**config.mk**
```make
export PLATFORM = sky130hd
export DESIGN_NAME = sequence_generator_flat
export DESIGN_NICKNAME = d
export VERILOG_FILES = /design/src/rtl/sequence_generator_if.sv /design/src/rtl/sequence_generator.sv /design/src/flat_wrapper.sv
export SDC_FILE = /design/constraint.sdc
export NUM_CORES = 1
export LEC_CHECK = 0
export CAP_MARGIN = 40
export CORE_ASPECT_RATIO = 1.5
export CORE_MARGIN = 5
export CORE_UTILIZATION = 33
export CTS_CLUSTER_DIAMETER = 150
export DETAILED_ROUTE_END_ITERATION = 8
export PLACE_DENSITY_LB_ADDON = 0.2
export REMOVE_ABC_BUFFERS = 1
export SETUP_SLACK_MARGIN = 0.05
export SYNTH_ARGS = -nofsm -noshare
export SYNTH_HDL_FRONTEND = slang
export SYNTH_SLANG_ARGS = --single-unit
```
**constraint.sdc**
```tcl
create_clock -name clk -period 3.3 [get_ports clk]
set_clock_uncertainty 0.05 [all_clocks]
set_input_delay 0.66 -clock clk [delete_from_list [all_inputs] [get_ports clk]]
set_output_delay 0.66 -clock clk [all_outputs]
set_load 0.005 [all_outputs]
```
**src/rtl/sequence_generator_if.sv**
```systemverilog
// Handshake and serial output bundle of the sequence generator.
// The master side requests transmissions; the slave side is the generator.
interface sequence_generator_if #(
    parameter int WIDTH = 8,
    parameter int CNT_W = 4
);
    logic             start;
    logic [WIDTH-1:0] pattern;
    logic [CNT_W-1:0] repeat_n;
    logic             ready;
    logic             x;
    logic             valid;
    logic             last;
    logic             done;

    modport master (
        output start, pattern, repeat_n,
        input  ready, x, valid, last, done
    );

    modport slave (
        input  start, pattern, repeat_n,
        output ready, x, valid, last, done
    );
endinterface

```
**src/rtl/sequence_generator.sv**
```systemverilog
// Serial pattern transmitter: captures a pattern and repeat count on start,
// then shifts it out MSB-first for repeat_n+1 contiguous passes.
module sequence_generator #(
    parameter int WIDTH = 8,
    parameter int CNT_W = 4
) (
    input  logic               clk,
    input  logic               reset,
    sequence_generator_if.slave bus
);
    localparam int IDX_W = (WIDTH > 1) ? $clog2(WIDTH) : 1;
    localparam logic [IDX_W-1:0] IDX_MAX = IDX_W'(WIDTH - 1);

    typedef enum logic [1:0] {
        ST_IDLE = 2'd0,
        ST_SEND = 2'd1,
        ST_DONE = 2'd2
    } state_t;

    state_t           state_r,    state_s;
    logic [WIDTH-1:0] pattern_r,  pattern_s;
    logic [IDX_W-1:0] bit_idx_r,  bit_idx_s;
    logic [CNT_W-1:0] pass_cnt_r, pass_cnt_s;

    logic ready_r, ready_s;
    logic x_r,     x_s;
    logic valid_r, valid_s;
    logic last_r,  last_s;
    logic done_r,  done_s;

    // Next-state, captured data and next registered outputs.
    always_comb begin
        state_s    = state_r;
        pattern_s  = pattern_r;
        bit_idx_s  = bit_idx_r;
        pass_cnt_s = pass_cnt_r;

        case (state_r)
            ST_IDLE: begin
                if (bus.start) begin
                    state_s    = ST_SEND;
                    pattern_s  = bus.pattern;
                    bit_idx_s  = IDX_MAX;
                    pass_cnt_s = bus.repeat_n;
                end else begin
                    state_s    = ST_IDLE;
                end
            end
            ST_SEND: begin
                if (bit_idx_r != {IDX_W{1'b0}}) begin
                    bit_idx_s = bit_idx_r - IDX_W'(1'b1);
                end else if (pass_cnt_r != {CNT_W{1'b0}}) begin
                    // Next pass starts on the very next cycle, no gap.
                    pass_cnt_s = pass_cnt_r - CNT_W'(1'b1);
                    bit_idx_s  = IDX_MAX;
                end else begin
                    state_s    = ST_DONE;
                end
            end
            ST_DONE: begin
                state_s = ST_IDLE;
            end
            default: begin
                state_s = ST_IDLE;
            end
        endcase

        // Outputs are derived from the upcoming state so they can be registered.
        ready_s = (state_s == ST_IDLE);
        valid_s = (state_s == ST_SEND);
        done_s  = (state_s == ST_DONE);
        if (valid_s) begin
            x_s    = pattern_s[bit_idx_s];
            last_s = (bit_idx_s == {IDX_W{1'b0}}) && (pass_cnt_s == {CNT_W{1'b0}});
        end else begin
            x_s    = 1'b0;
            last_s = 1'b0;
        end
    end

    // State, capture registers and registered outputs.
    always_ff @(posedge clk or posedge reset) begin
        if (reset) begin
            state_r    <= ST_IDLE;
            pattern_r  <= {WIDTH{1'b0}};
            bit_idx_r  <= {IDX_W{1'b0}};
            pass_cnt_r <= {CNT_W{1'b0}};
            ready_r    <= 1'b1;
            x_r        <= 1'b0;
            valid_r    <= 1'b0;
            last_r     <= 1'b0;
            done_r     <= 1'b0;
        end else begin
            state_r    <= state_s;
            pattern_r  <= pattern_s;
            bit_idx_r  <= bit_idx_s;
            pass_cnt_r <= pass_cnt_s;
            ready_r    <= ready_s;
            x_r        <= x_s;
            valid_r    <= valid_s;
            last_r     <= last_s;
            done_r     <= done_s;
        end
    end

    assign bus.ready = ready_r;
    assign bus.x     = x_r;
    assign bus.valid = valid_r;
    assign bus.last  = last_r;
    assign bus.done  = done_r;
endmodule

```
**src/flat_wrapper.sv**
```systemverilog
// flat-port wrapper written by rule: the top's interface ports become plain ports
module sequence_generator_flat 
#(
    parameter int WIDTH = 8,
    parameter int CNT_W = 4
)
  (clk, reset, bus_start, bus_pattern, bus_repeat_n, bus_ready, bus_x, bus_valid, bus_last, bus_done);
  sequence_generator_if #(.WIDTH(WIDTH), .CNT_W(CNT_W)) bus_i ();
  input  logic clk;
  input  logic reset;
  input wire logic [$bits(bus_i.start)-1:0] bus_start;
  input wire logic [$bits(bus_i.pattern)-1:0] bus_pattern;
  input wire logic [$bits(bus_i.repeat_n)-1:0] bus_repeat_n;
  output wire logic [$bits(bus_i.ready)-1:0] bus_ready;
  output wire logic [$bits(bus_i.x)-1:0] bus_x;
  output wire logic [$bits(bus_i.valid)-1:0] bus_valid;
  output wire logic [$bits(bus_i.last)-1:0] bus_last;
  output wire logic [$bits(bus_i.done)-1:0] bus_done;
  assign bus_i.start = bus_start;
  assign bus_i.pattern = bus_pattern;
  assign bus_i.repeat_n = bus_repeat_n;
  assign bus_ready = bus_i.ready;
  assign bus_x = bus_i.x;
  assign bus_valid = bus_i.valid;
  assign bus_last = bus_i.last;
  assign bus_done = bus_i.done;
  sequence_generator #(.WIDTH(WIDTH), .CNT_W(CNT_W)) u_core (.clk(clk), .reset(reset), .bus(bus_i));
endmodule
```
==> results.sh <==
export IMPL_rows=25
export IMPL_synthToLayoutAreaGrowth_pct=30.05
export IMPL_worst_hold_path_type="register to register"
export IMPL_die_x_um=57.22
export IMPL_power_per_cell_area_mw_per_mm2=852.6
export IMPL_dieArea_mm2=0.004624
export IMPL_worst_setup_path_start_kind="input port"
export IMPL_numPortBuffers=19
export IMPL_yosys_warnings=0
export IMPL_tightestPinTransition_ns=0.6282
export IMPL_core_area_mm2=0.003191
export IMPL_dp_hpwl_um=1892
export IMPL_route_antenna_remaining_nets=0
export IMPL_clock_sinks=22
export IMPL_cts_root_buffer_cell="clkbuf_8"
export IMPL_floorplan_die_height_um=80.83
export IMPL_detail_route_iter0_violations=26
export IMPL_post_route_drc_violation_count=0
export IMPL_synth_seq_area_share_pct=50.00
export IMPL_cts_setup_buffers=0
export IMPL_tritoncts="done"
export IMPL_postCtsResizedCells=0
export IMPL_detail_route_first_pass_iterations=3
export IMPL_timing_final_crit_share_pct=75.64
export IMPL_clock_tree_buffer_depth=2
export IMPL_wl_per_cell_um=14.93
export IMPL_initial_core_util_pct=34.59
export IMPL_globalplace_congestion=0.8403
export IMPL_rsz0062_at_grt="no"
export IMPL_post_cts_hold_buffers=0
export IMPL_required_time_of_the_critical_path_ns=3.40
export IMPL_synth_seq_cells=22
export IMPL_r2r_worst_path_cells=8
export IMPL_worst_ep_arrival_time_ns=2.60
export IMPL_path_clk_slew_ns=0.08
export IMPL_fill_cells=324
export IMPL_cts_max_level=1
export IMPL_run_status="finished, final reports clean"
export IMPL_global_route_overflow=0
export IMPL_ff_to_ff_setup_slack_ns=0.83
export IMPL_antenna_cells=0
export IMPL_slew_limit_headroom_pct=57.94
export IMPL_max_freq_mhz=400.6
export IMPL_critical_path_reg2reg_endpoint="u_core.bus.last"
export IMPL_static_leakage_nw=0.6348
export IMPL_setup_viol=0
export IMPL_totalNegativeSetupSlack_ns=0
export IMPL_vias_per_cell=5.112
export IMPL_grt_max_degree=22
export IMPL_via_count=823
export IMPL_synth_edf_count=0
export IMPL_yosysUniqueCellTypes=34
export IMPL_grt_usage_pct=11.56
export IMPL_finalWirelength_um=2404
export IMPL_dpl_instance_area_mm2=0.001364
export IMPL_timing_worst_setup_path_type="input port to register"
export IMPL_post_synth_instance_area_mm2=0.001104
export IMPL_grt_pass1_wl_um=4195
export IMPL_layout_cells_most_common="dfrtp_1"
export IMPL_post_synth_cell_area_avg_um2=11.15
export IMPL_peak_vdd_ir_mv=0.4244
export IMPL_post_route_cell_area_mm2=0.001435
export IMPL_finalHoldViolCount=0
export IMPL_cts_inserted_buffers=3
export IMPL_finish_net_count=140
export IMPL_max_cap_viol_count=0
export IMPL_timing_final_crit_period_ns=2.496
export IMPL_number_of_global_route_vias_before_repair=906
export IMPL_timing_hold_worst_start="u_core.pattern_r[4]"
export IMPL_rr_startpoint="u_core.bit_idx_r[0]"
export IMPL_synth_async_reset_ratio_pct=100.0
export IMPL_clock_insertion_delay_worst_skew_ns=0.26
export IMPL_worst_setup_path_end_kind="register"
export IMPL_timing_final_max_slew_violations=0
export IMPL_antenna_violations_before_repair=0
export IMPL_layout_drive_gt1_share_pct=15.70
export IMPL_mostFrequentLayoutCells="dfrtp_1, clkdlybuf4s50_1, inv_1"
export IMPL_number_of_primary_i_o_pins=20
export IMPL_timing_critical_path_fanout_max=5
export IMPL_netlist_instances=99
export IMPL_leading_register_cell_type_out_of_synthesis="dfrtp_1"
export IMPL_hold_path_cell_count=1
export IMPL_worstHoldEndpoint="u_core.pattern_r[4]"
-- layer usage --
metal	vias up	share of wire [%]	global-route usage, %
met5	-	0	0
met4	0	0.87	3.480
met3	2	2.7	1.749
met2	18	56	22.31
met1	403	40	12.77
li1	400	-	-
-- through the flow --
| step | util, % | setup WS [ns] | power (mW) | hold slack (ns) | std cells |
|---|---|---|---|---|---|
| after floorplan | - | 0.7776 | 0.8273 | 0.4217 | 96 |
| after global placement | 41.88 | 0.5920 | 0.9688 | 0.4371 | 156 |
| after detailed placement | 42.75 | 0.5314 | 0.9903 | 0.4391 | 157 |
| after CTS | 44.98 | 0.7935 | 1.247 | 0.4582 | 161 |
| after global routing | 44.98 | 0.6628 | 1.336 | 0.4719 | 161 |
| final | 44.98 | 0.8038 | 1.224 | 0.4532 | 161 |
-- kinds of logic (layout without fill, tap and decap cells) --
group                      count (synthesis)  in the layout  share of synthesized area (%)
adders and majority gates                  3              3                          3.402
DFF                                       22             22                          50.00
and+or+nand+nor                           27             27                          15.08
muxes                                     15             15                          14.51
AOI/OAI and AO/OA                         20             20                          12.59
buffers and inverters                     12             34                          4.421
-- power by group --
group / internal (mW) / leakage, nW / switching [mW]
combinational: 0.254 / 0.337 / 0.281
sequential: 0.377 / 0.262 / 0.0627
clock: 0.162 / 0.0357 / 0.0867
-- worst max-delay path, cell delays in order --
cell and delay, ns:
clkdlybuf4s50_1 0.46, o21ba_2 0.27, o211ai_1 0.53, mux2i_1 0.27, o22ai_1 0.10, o31a_1 0.30
-- area by class of cell --
| class | count | area, um2 | area share, % |
|---|---|---|---|
| Clock buffer | 3 | 41.29 | 2.877 |
| Tap cell | 40 | 50.05 | 3.487 |
| Sequential cell | 22 | 551.8 | 38.45 |
| Multi-Input combinational cell | 65 | 503.0 | 35.05 |
| Timing Repair Buffer | 21 | 225.2 | 15.69 |
| Inverter | 9 | 33.78 | 2.354 |
| Clock inverter | 1 | 30.03 | 2.092 |
-- cells in the mapped netlist, types with 2 or more instances --
library cell	number	area, um2
nand3_1	2	10.01
dfrtp_1	21	525.5
nor3b_1	3	22.52
nor2_1	4	15.01
buf_2	3	15.01
mux2i_1	7	70.07
nand2_1	4	15.01
inv_1	9	33.78
and3_1	2	12.51
nor3_1	2	10.01
or4_1	2	15.01
nor2b_1	2	12.51
ha_1	3	37.54
o22ai_1	2	12.51
a31oi_1	3	18.77
a21oi_1	3	15.01
mux2_2	8	90.09
o21ai_0	3	15.01
-- how the worst max path moves through the flow --
stage / startpoint / endpoint / cells past startpoint
2_1_floorplan: bus_start / u_core.bus.x / 5
3_3_place_gp: bus_start / u_core.bus.x / 9
3_5_place_dp: bus_start / u_core.bus.x / 6
4_1_cts: u_core.bit_idx_r[0] / u_core.bus.last / 8
5_1_grt: bus_start / u_core.bus.x / 9
6_report: bus_start / u_core.bus.x / 6
-- state kept, by name (all words and copies together), names as in the netlist --
signal             cells
u_core.pass_cnt_r      4
u_core.bus.done        1
u_core.bus.ready       1
u_core.bus.x           1
u_core.bus.valid       1
u_core.bus.last        1
u_core.pattern_r       8
u_core.bit_idx_r       3
u_core.state_r         2
No activity file was read; power rests on OpenSTA's default activity.
